**src/rtl/core_pkg.sv**
```systemverilog
// Shared core definitions used by the divide sequencer: data width,
// RV32M divide funct3 codes, FSM encoding and funct3 decode helpers.
package core_pkg;

    localparam int XLEN = 32;

    localparam logic [2:0] FUNCT3_DIV  = 3'b100;
    localparam logic [2:0] FUNCT3_DIVU = 3'b101;
    localparam logic [2:0] FUNCT3_REM  = 3'b110;
    localparam logic [2:0] FUNCT3_REMU = 3'b111;

    typedef enum logic [1:0] {
        ST_IDLE  = 2'd0,
        ST_RUN   = 2'd1,
        ST_FIXUP = 2'd2,
        ST_DONE  = 2'd3
    } state_e;

    // Codes outside the four divide ops decode as DIVU: unsigned, quotient.
    function automatic logic is_signed_op(input logic [2:0] f3);
        return (f3 == FUNCT3_DIV) || (f3 == FUNCT3_REM);
    endfunction

    function automatic logic is_rem_op(input logic [2:0] f3);
        return (f3 == FUNCT3_REM) || (f3 == FUNCT3_REMU);
    endfunction

endpackage

```
**src/rtl/div_sequencer_if.sv**
```systemverilog
// EX-stage divide unit bundle: request and operands from ID/EX, stall to
// the hazard unit, result and flags towards EX/MEM.
interface div_sequencer_if;
    import core_pkg::*;

    logic            Start;
    logic [2:0]      Funct3;
    logic [XLEN-1:0] Dividend;
    logic [XLEN-1:0] Divisor;
    logic            Flush;
    logic            Stall;
    logic            Busy;
    logic            Done;
    logic [XLEN-1:0] Result;
    logic            ZeroDivision;
    logic            OverflowSignedDiv;

    modport master (
        output Start, Funct3, Dividend, Divisor, Flush,
        input  Stall, Busy, Done, Result, ZeroDivision, OverflowSignedDiv
    );

    modport slave (
        input  Start, Funct3, Dividend, Divisor, Flush,
        output Stall, Busy, Done, Result, ZeroDivision, OverflowSignedDiv
    );

endinterface

```
**src/rtl/div_sequencer_step.sv**
```systemverilog
// One restoring-division step: shift the next dividend bit into the partial
// remainder and subtract the divisor when it fits.
module div_step
    import core_pkg::*;
(
    input  logic [XLEN:0]   rem_i,
    input  logic            dvd_msb_i,
    input  logic [XLEN-1:0] divisor_i,
    output logic [XLEN:0]   rem_o,
    output logic            quo_bit_o
);

    logic [XLEN+1:0] shifted;
    logic [XLEN+1:0] trial;

    // A borrow out of the widened subtraction means the divisor did not fit.
    assign shifted   = {rem_i, dvd_msb_i};
    assign trial     = shifted - {2'b00, divisor_i};
    assign quo_bit_o = ~trial[XLEN+1];
    assign rem_o     = quo_bit_o ? trial[XLEN:0] : shifted[XLEN:0];

endmodule

```
**src/rtl/div_sequencer.sv**
```systemverilog
// RV32M DIV/DIVU/REM/REMU controller: 32-step restoring division on operand
// magnitudes with a sign fix-up, single-cycle divide-by-zero and overflow.
module div_sequencer
    import core_pkg::*;
(
    input  logic          CLK,
    input  logic          RESET,
    div_sequencer_if.slave bus
);

    state_e          state_q, state_d;
    logic [4:0]      cnt_q, cnt_d;
    logic [2:0]      funct3_q, funct3_d;
    logic [XLEN-1:0] dvd_q, dvd_d;
    logic [XLEN-1:0] dsr_q, dsr_d;
    logic [XLEN-1:0] quo_q, quo_d;
    logic [XLEN:0]   rem_q, rem_d;
    logic [XLEN-1:0] result_q, result_d;
    logic            neg_quo_q, neg_quo_d;
    logic            neg_rem_q, neg_rem_d;
    logic            zdiv_q, zdiv_d;
    logic            ovf_q, ovf_d;

    logic            start_signed;
    logic            dvd_neg, dsr_neg;
    logic [XLEN-1:0] dvd_abs, dsr_abs;
    logic            div_by_zero, signed_ovf, accept;
    logic [XLEN:0]   step_rem;
    logic            step_quo;
    logic [XLEN-1:0] quo_fix, rem_fix;

    assign start_signed = is_signed_op(bus.Funct3);
    assign dvd_neg      = start_signed & bus.Dividend[XLEN-1];
    assign dsr_neg      = start_signed & bus.Divisor[XLEN-1];
    assign dvd_abs      = dvd_neg ? -bus.Dividend : bus.Dividend;
    assign dsr_abs      = dsr_neg ? -bus.Divisor : bus.Divisor;
    assign div_by_zero  = (bus.Divisor == '0);
    assign signed_ovf   = start_signed && (bus.Dividend == 32'h8000_0000)
                          && (bus.Divisor == 32'hFFFF_FFFF);
    // A redirect in the same cycle kills the request before it is taken.
    assign accept       = bus.Start && !bus.Flush;

    div_step u_step (
        .rem_i     (rem_q),
        .dvd_msb_i (dvd_q[XLEN-1]),
        .divisor_i (dsr_q),
        .rem_o     (step_rem),
        .quo_bit_o (step_quo)
    );

    assign quo_fix = neg_quo_q ? -quo_q : quo_q;
    assign rem_fix = neg_rem_q ? -rem_q[XLEN-1:0] : rem_q[XLEN-1:0];

    always_comb begin
        // NOTE: every next-state signal takes its hold value first so no path
        // through the case statement leaves one unassigned and infers a latch.
        state_d   = state_q;
        cnt_d     = cnt_q;
        funct3_d  = funct3_q;
        dvd_d     = dvd_q;
        dsr_d     = dsr_q;
        quo_d     = quo_q;
        rem_d     = rem_q;
        result_d  = result_q;
        neg_quo_d = neg_quo_q;
        neg_rem_d = neg_rem_q;
        zdiv_d    = zdiv_q;
        ovf_d     = ovf_q;

        case (state_q)
            ST_IDLE: begin
                if (accept) begin
                    funct3_d  = bus.Funct3;
                    neg_quo_d = dvd_neg ^ dsr_neg;
                    neg_rem_d = dvd_neg;
                    zdiv_d    = 1'b0;
                    ovf_d     = 1'b0;
                    if (div_by_zero) begin
                        zdiv_d   = 1'b1;
                        result_d = is_rem_op(bus.Funct3) ? bus.Dividend : '1;
                        state_d  = ST_DONE;
                    end else if (signed_ovf) begin
                        ovf_d    = 1'b1;
                        result_d = is_rem_op(bus.Funct3) ? '0 : 32'h8000_0000;
                        state_d  = ST_DONE;
                    end else begin
                        dvd_d   = dvd_abs;
                        dsr_d   = dsr_abs;
                        quo_d   = '0;
                        rem_d   = '0;
                        cnt_d   = 5'd31;
                        state_d = ST_RUN;
                    end
                end
            end
            ST_RUN: begin
                rem_d = step_rem;
                dvd_d = {dvd_q[XLEN-2:0], 1'b0};
                quo_d = {quo_q[XLEN-2:0], step_quo};
                if (cnt_q == 5'd0) begin
                    state_d = ST_FIXUP;
                end else begin
                    cnt_d = cnt_q - 5'd1;
                end
            end
            ST_FIXUP: begin
                result_d = is_rem_op(funct3_q) ? rem_fix : quo_fix;
                state_d  = ST_DONE;
            end
            ST_DONE: state_d = ST_IDLE;
            default: state_d = ST_IDLE;
        endcase

        // An aborted op must leave the previously presented result intact.
        if (bus.Flush && (state_q != ST_IDLE)) begin
            state_d  = ST_IDLE;
            result_d = result_q;
        end
    end

    always_ff @(posedge CLK) begin
        // NOTE: state registers use non-blocking assignments so every flop
        // samples the pre-edge values regardless of statement order.
        if (!RESET) begin
            state_q   <= ST_IDLE;
            cnt_q     <= '0;
            funct3_q  <= '0;
            dvd_q     <= '0;
            dsr_q     <= '0;
            quo_q     <= '0;
            rem_q     <= '0;
            result_q  <= '0;
            neg_quo_q <= 1'b0;
            neg_rem_q <= 1'b0;
            zdiv_q    <= 1'b0;
            ovf_q     <= 1'b0;
        end else begin
            state_q   <= state_d;
            cnt_q     <= cnt_d;
            funct3_q  <= funct3_d;
            dvd_q     <= dvd_d;
            dsr_q     <= dsr_d;
            quo_q     <= quo_d;
            rem_q     <= rem_d;
            result_q  <= result_d;
            neg_quo_q <= neg_quo_d;
            neg_rem_q <= neg_rem_d;
            zdiv_q    <= zdiv_d;
            ovf_q     <= ovf_d;
        end
    end

    // Stall drops in DONE so the pipeline advances and captures Result.
    assign bus.Stall             = ((state_q == ST_IDLE) && bus.Start)
                                   || (state_q == ST_RUN) || (state_q == ST_FIXUP);
    assign bus.Busy              = (state_q != ST_IDLE);
    assign bus.Done              = (state_q == ST_DONE);
    assign bus.Result            = result_q;
    assign bus.ZeroDivision      = zdiv_q;
    assign bus.OverflowSignedDiv = ovf_q;

endmodule

```
**src/flat_wrapper.sv**
```systemverilog
// flat-port wrapper written by rule: the top's interface ports become plain ports
module div_sequencer_flat import core_pkg::*;
  (CLK, RESET, bus_Start, bus_Funct3, bus_Dividend, bus_Divisor, bus_Flush, bus_Stall, bus_Busy, bus_Done, bus_Result, bus_ZeroDivision, bus_OverflowSignedDiv);
  div_sequencer_if bus_i ();
  input  logic CLK;
  input  logic RESET;
  input wire logic [$bits(bus_i.Start)-1:0] bus_Start;
  input wire logic [$bits(bus_i.Funct3)-1:0] bus_Funct3;
  input wire logic [$bits(bus_i.Dividend)-1:0] bus_Dividend;
  input wire logic [$bits(bus_i.Divisor)-1:0] bus_Divisor;
  input wire logic [$bits(bus_i.Flush)-1:0] bus_Flush;
  output wire logic [$bits(bus_i.Stall)-1:0] bus_Stall;
  output wire logic [$bits(bus_i.Busy)-1:0] bus_Busy;
  output wire logic [$bits(bus_i.Done)-1:0] bus_Done;
  output wire logic [$bits(bus_i.Result)-1:0] bus_Result;
  output wire logic [$bits(bus_i.ZeroDivision)-1:0] bus_ZeroDivision;
  output wire logic [$bits(bus_i.OverflowSignedDiv)-1:0] bus_OverflowSignedDiv;
  assign bus_i.Start = bus_Start;
  assign bus_i.Funct3 = bus_Funct3;
  assign bus_i.Dividend = bus_Dividend;
  assign bus_i.Divisor = bus_Divisor;
  assign bus_i.Flush = bus_Flush;
  assign bus_Stall = bus_i.Stall;
  assign bus_Busy = bus_i.Busy;
  assign bus_Done = bus_i.Done;
  assign bus_Result = bus_i.Result;
  assign bus_ZeroDivision = bus_i.ZeroDivision;
  assign bus_OverflowSignedDiv = bus_i.OverflowSignedDiv;
  div_sequencer u_core (.CLK(CLK), .RESET(RESET), .bus(bus_i));
endmodule
```
**config.mk**
```make
export PLATFORM = sky130hd
export DESIGN_NAME = div_sequencer_flat
export DESIGN_NICKNAME = d
export VERILOG_FILES = /design/src/rtl/core_pkg.sv /design/src/rtl/div_sequencer_if.sv /design/src/rtl/div_sequencer_step.sv /design/src/rtl/div_sequencer.sv /design/src/flat_wrapper.sv
export SDC_FILE = /design/constraint.sdc
export NUM_CORES = 1
export LEC_CHECK = 0
export CELL_PAD_IN_SITES_DETAIL_PLACEMENT = 0
export CELL_PAD_IN_SITES_GLOBAL_PLACEMENT = 1
export CORE_ASPECT_RATIO = 0.8
export CORE_MARGIN = 4
export CORE_UTILIZATION = 47
export CTS_CLUSTER_SIZE = 10
export DETAILED_ROUTE_END_ITERATION = 6
export GPL_ROUTABILITY_DRIVEN = 0
export GPL_TIMING_DRIVEN = 0
export HOLD_SLACK_MARGIN = 0.06
export PLACE_DENSITY_LB_ADDON = 0.25
export SLEW_MARGIN = 5
export SYNTH_ARGS = -nofsm -noshare
export SYNTH_HDL_FRONTEND = slang
export SYNTH_SLANG_ARGS = --single-unit
```
**constraint.sdc**
```tcl
create_clock -name CLK -period 8.83 [get_ports CLK]
set_input_delay 1.766 -clock CLK [delete_from_list [all_inputs] [get_ports CLK]]
set_output_delay 1.766 -clock CLK [all_outputs]
set_load 0.01 [all_outputs]
```
After elaboration in Yosys (flattened, before gate mapping). Index checks and enable logic that the tools add are counted.

Mux-type cells: 37. Eq/ne operators: 16. Bitwise gates (word level): 8. Add/subtract/negate cells: 6. Reduce and logical (&&, ||, !) cells: 24.

Operators by type and width (number): $mux W32 (16); $pmux W32 S2 (3); $mux W33 (4); $neg A32 Y32 (4); $pmux W33 S2 (1); $eq A32 B32 Y1 const B (2); $sub A34 B32 Y34 (1); $logic_not A32 Y1 (1); $mux W5 (4); $eq A3 B3 Y1 const B (5); $reduce_and A4 Y1 (3); $pmux W5 S2 (1); $mux W2 (4); $pmux W2 S4 (1); $ne A2 B2 Y1 const B (3); $reduce_bool A2 Y1 (3); $logic_and A1 B1 Y1 (5); $logic_not A5 Y1 (1); $logic_or A1 B1 Y1 (5); $not A1 Y1 (5); $reduce_and A5 Y1 (1); $sub A5 B1 Y5 const B (1); $eq A2 B2 Y1 const B (2); $ne A2 B1 Y1 const B (2); 9 further kinds (13).

Flip-flop bits (word level): 175. Input port bits: 71. Logic and storage cells: 103. Output and inout bits: 37.

Depth between registers and ports, before layout.
Depth after elaboration: 8. Gate-level depth with buffers: 13. Gate-level depth less buffers: 13.

Modules after synthesis. Synthesis repeated with hierarchy kept, for this count alone.

Cells, all modules: 1679. Area total of the unflattened synthesis: 12527.0 µm².

Modules (own cells, without submodules): div_sequencer (area each 10209.8 µm², seq. area each 3483.3 µm², instances 1, cells each 1352); div_step (area each 2317.2 µm², seq. area each 0.0 µm², instances 1, cells each 327).

Worst setup path before layout. No wires, ideal clock.

Path type: input to register. Start point: input port bus_Dividend[1]. End point: register u_core.rem_q[32]. Slack: 4.503 ns. Setup time: 0.117 ns. Path buffers: 2. Arrival time: 4.210 ns. Cell stages on the path: 13. Data required time: 8.713 ns. Cell sequence: inv_1 > ha_1 > or3b_2 > nor3_1 > nand4_1 > o31ai_2 > buf_4 > o22ai_2 > and3_1 > buf_2 > o2111ai_1 > mux2_2 > nand2_1.

Cells in the longest elaborated chain, start to end: 5.

Ends and longest elaborated chain: start: declaration (RTL line flat_wrapper.sv:9) `input wire logic [$bits(bus_i.Dividend)-1:0] bus_Dividend;`; $eq A32 B32 Y1 (RTL line div_sequencer.sv:38) `assign signed_ovf = start_signed && (bus.Dividend == 32'h8000_0000)`; $logic_and A1 B1 Y1 (RTL line div_sequencer.sv:38); $logic_and A1 B1 Y1 (RTL line div_sequencer.sv:39) `&& (bus.Divisor == 32'hFFFF_FFFF);`; $ne A2 B2 Y1 (no source line); $reduce_and A4 Y1 (no source line); end signal: assignment (RTL line div_sequencer.sv:144) `rem_q <= rem_d;`; end: declaration (RTL line div_sequencer.sv:17) `logic [XLEN:0] rem_q, rem_d;`.

No other way between the ends. A chain may end at the register's enable or synchronous reset.

Worst setup path in the final report.
Start point: input port bus_Dividend[0]. End point: register u_core.rem_q[28].

The elaborated chain is that of the path after synthesis.

==> summary.txt <==
Timing
  • Final Max Slew Viols: 0
  • Fin crit period: 5.75 ns
  • Fin Setup TNS: 0 ns
  • Clock skew after layout: 0.0117 ns
  • # setup viols final: 0
  • RSZ-0062 raised after global routing: false
  • Final Hold Viols: 0
  • Final Cycle Share: 0.651
  • Rel. slew slack: 0.319
  • Max Freq: 174 MHz
  • Worst-Margin Slew: 1.02 ns

Synthesis
  • Post-Synthesis Cells: 1509
  • Fraction of registers with async set/reset: 0
  • Mapped Nets: 1624
  • Sequential fraction of the synthesis area: 0.299
  • Primary FF master, synth: dfxtp_1
  • Register bit count reported by yosys: 174
  • Synth top area share: 0.299
  • Synth top area cells: dfxtp_1, nor2_1, xnor2_1
  • Cell taking the most area after synthesis: dfxtp_1
  • Number of enable flip-flop cells after synthesis: 0
  • Post-synthesis cell type count: 76
  • Synth Area per Inst: 7.72 um2
  • Syn. warnings: 0
  • Post-synthesis instance area: 0.0117 mm2

Global routing
  • GRT Util Overall: 0.282
  • Pin count of the biggest net entering global routing: 17
  • Antenna violations before repair: 0
  • First-pass GRT wire length: 60.6 mm
  • Vias in the first global route: 10500
  • Grt ovf: 0

Final layout
  • Nets: 1750
  • Number of diodes: 0
  • Layout cell share with drive strength beyond 1: 0.0486
  • # fillers: 2347
  • Synthesis-to-layout area growth: 17.3%
  • Final instance area: 0.0137 mm2

Clocking
  • CTS root buf: clkbuf_16
  • CTS tree: done
  • CTS Hold Bufs: 0
  • Clk_lat worst skew: 0.45 ns
  • Clock Sinks: 174
  • Post_cts resized: 0
  • H-tree lvl count: 4
  • TritonCTS Buffers: 17
  • # Post-CTS Setup Buffers: 0
  • Clk slew on worst S/H paths: 0.07 ns
  • CTS max path bufs: 2

Setup path
  • Buf/Inv on CP: 3
  • CP Capture Type: register
  • Critical Path Fanout Max: 10
  • Required time of the critical path: 9.15 ns
  • Cell mode on critical path: nor2_1
  • Max incr delay on CP: 0.53 ns
  • Crit start category: primary input
  • Slowest CP cell: nor3_1
  • WP data arrival: 6.07 ns
  • Crit path cell chain: clkdlybuf4s50_1, inv_1, ha_1, or3b_2, nor3_1, nand4_1, o31ai_2, nor2_1, a21oi_4, nor2_1, nand2_1, clkbuf_2, o21ai_0
  • CP delay by family, top: simple AND/OR/NAND/NOR gates
  • CP Class: in -> reg

Route
  • Post-DRT Antenna Nets: 0
  • Via count: 11900
  • DR WL/cell: 20.1 um
  • Drt via density: 6.04
  • DRT Pass-1 Iters: 7
  • Final WL: 39.4 mm
  • Starting DRT DRC Count: 1311
  • Residual DRC count: 0

Floorplan
  • # rows: 51
  • Die width: 184 um
  • Die ar.: 0.0274 mm2
  • Core area: 0.0244 mm2
  • Initial Utilization: 0.478
  • Vertical die dimension: 149 um
  • I/O pin cnt: 108

Pwr
  • Total leakage power: 5.28 nW
  • Maximum vdd drop: 0.000131 V
  • P per Cell Area: 202 mW/mm2

Placed design
  • IO Port Bufs: 107
  • Placed cell area: 0.0131 mm2
  • HPWL after detailed placement: 31.4 mm

Worst hold path
  • Hold Path Class: reg -> reg

Outcome
  • Status: finished, final reports clean

Run
  • Max-cap violations: 0
[report_power, final]
group / total, mW / leakage, nW / internal [mW] / switching (mW)
Sequential: 0.952 / 1.41 / 0.888 / 0.0639
Clock: 0.721 / 0.271 / 0.372 / 0.349
Combinational: 1.08 / 3.59 / 0.405 / 0.678
[sequential cells by signal, summed over array words and instances (netlist names), 2 cells and up]
| signal | count |
|---|---|
| u_core.dvd_q | 32 |
| u_core.dsr_q | 32 |
| u_core.cnt_q | 5 |
| u_core.quo_q | 32 |
| u_core.bus.Result | 32 |
| u_core.rem_q | 33 |
| u_core.funct3_q | 2 |
| u_core.state_q | 2 |
[cells in the mapped netlist (5+ instances only)]
master    count
o31ai_1      29
o21a_1        5
a21o_1        8
o221ai_1      9
ha_1         43
nor3_1       43
mux2i_1      30
nand2_1     135
a31oi_1       8
o41ai_1      16
nand2b_1     11
a22oi_1      33
nand4_1      16
a211oi_1     34
nand3_1      15
xnor2_1      78
o21ai_1       5
a22o_1        8
o22ai_1      29
and2_1        6
o21ai_0     108
or4_1        15
or3_1         9
inv_1        63
buf_2        14
nor2_1      202
clkbuf_1     71
dfxtp_1     174
a21oi_1      86
a32oi_1       7
o211ai_1     21
xor2_1       70
o311ai_0     15
nor2b_1       5
nor4_1       16
[tightest hold or removal path: stages (launching register included)]
cell     delay [ns]
dfxtp_1        0.32
nand2_1        0.05
nand2_1        0.04
[cell families after synthesis]
| family | after synthesis | share of synthesized area |
|---|---|---|
| mux | 32 | 0.0277 |
| xor+xnor | 149 | 0.113 |
| compound gates | 454 | 0.261 |
| flops | 174 | 0.299 |
| buf+inv | 156 | 0.0542 |
| simple gates | 500 | 0.198 |
| fa+ha+maj | 44 | 0.0479 |
[final timing paths]
kind,from,endpoint,slack [ns],cells past startpoint
setup / recovery,bus_Dividend[0],u_core.rem_q[28],3.08,13
hold / removal,u_core.bus.Result[25],u_core.bus.Result[25],0.45,2
setup reg to reg,u_core.rem_q[11],u_core.rem_q[11],4.81,12
hold reg to reg,u_core.bus.Result[25],u_core.bus.Result[25],0.45,2
[layout by cell type, fill, tap and decap left out, types with 16 or more instances in the layout]
| master | netlist | routed |
|---|---|---|
| a21oi_1 | 86 | 86 |
| a211oi_1 | 34 | 34 |
| nor4_1 | 16 | 16 |
| nand2_1 | 135 | 135 |
| nor3_1 | 43 | 43 |
| mux2i_1 | 30 | 30 |
| clkbuf_16 | 0 | 17 |
| o211ai_1 | 21 | 21 |
| o22ai_1 | 29 | 29 |
| clkdlybuf4s50_1 | 0 | 107 |
| inv_1 | 63 | 63 |
| a22oi_1 | 33 | 33 |
| ha_1 | 43 | 43 |
| o41ai_1 | 16 | 16 |
| o31ai_1 | 29 | 29 |
| clkbuf_1 | 71 | 71 |
| dfxtp_1 | 174 | 174 |
| nor2_1 | 202 | 202 |
| xnor2_1 | 78 | 78 |
| xor2_1 | 70 | 70 |
| nand4_1 | 16 | 16 |
| o21ai_0 | 108 | 108 |
[routing by layer]
| layer | track usage | part of all wire | up-vias |
|---|---|---|---|
| li1 | - | - | 5718 |
| met5 | 0 | 0 | - |
| met2 | 0.404 | 0.42 | 452 |
| met4 | 0.0473 | 0.0095 | 0 |
| met3 | 0.0544 | 0.082 | 32 |
| met1 | 0.442 | 0.49 | 5659 |
[area by class of cell]
class                           count  area [um2]  share of cell area
Sequential cell                   174        3480               0.255
Buffer                             93         395              0.0289
Timing Repair Buffer              107        1070              0.0784
Tap cell                          318         398              0.0291
Multi-Input combinational cell   1179        7540               0.551
Clock inverter                     13         106             0.00778
Inverter                           63         236              0.0173
Clock buffer                       18         439              0.0321
[metrics by stage]
stage	instances	hold slack, ns	worst slack [ns]	power [mW]	util
floorplan	1509	0.441	4.50	1.69	-
global placement	1934	0.433	2.79	2.01	0.538
detailed placement	1934	0.438	2.80	2.03	0.538
CTS	1965	0.449	3.25	2.74	0.561
global route	1965	0.462	2.85	2.92	0.561
finish	1965	0.454	3.08	2.76	0.561
Note: power is estimated with default switching activity, not from simulation.
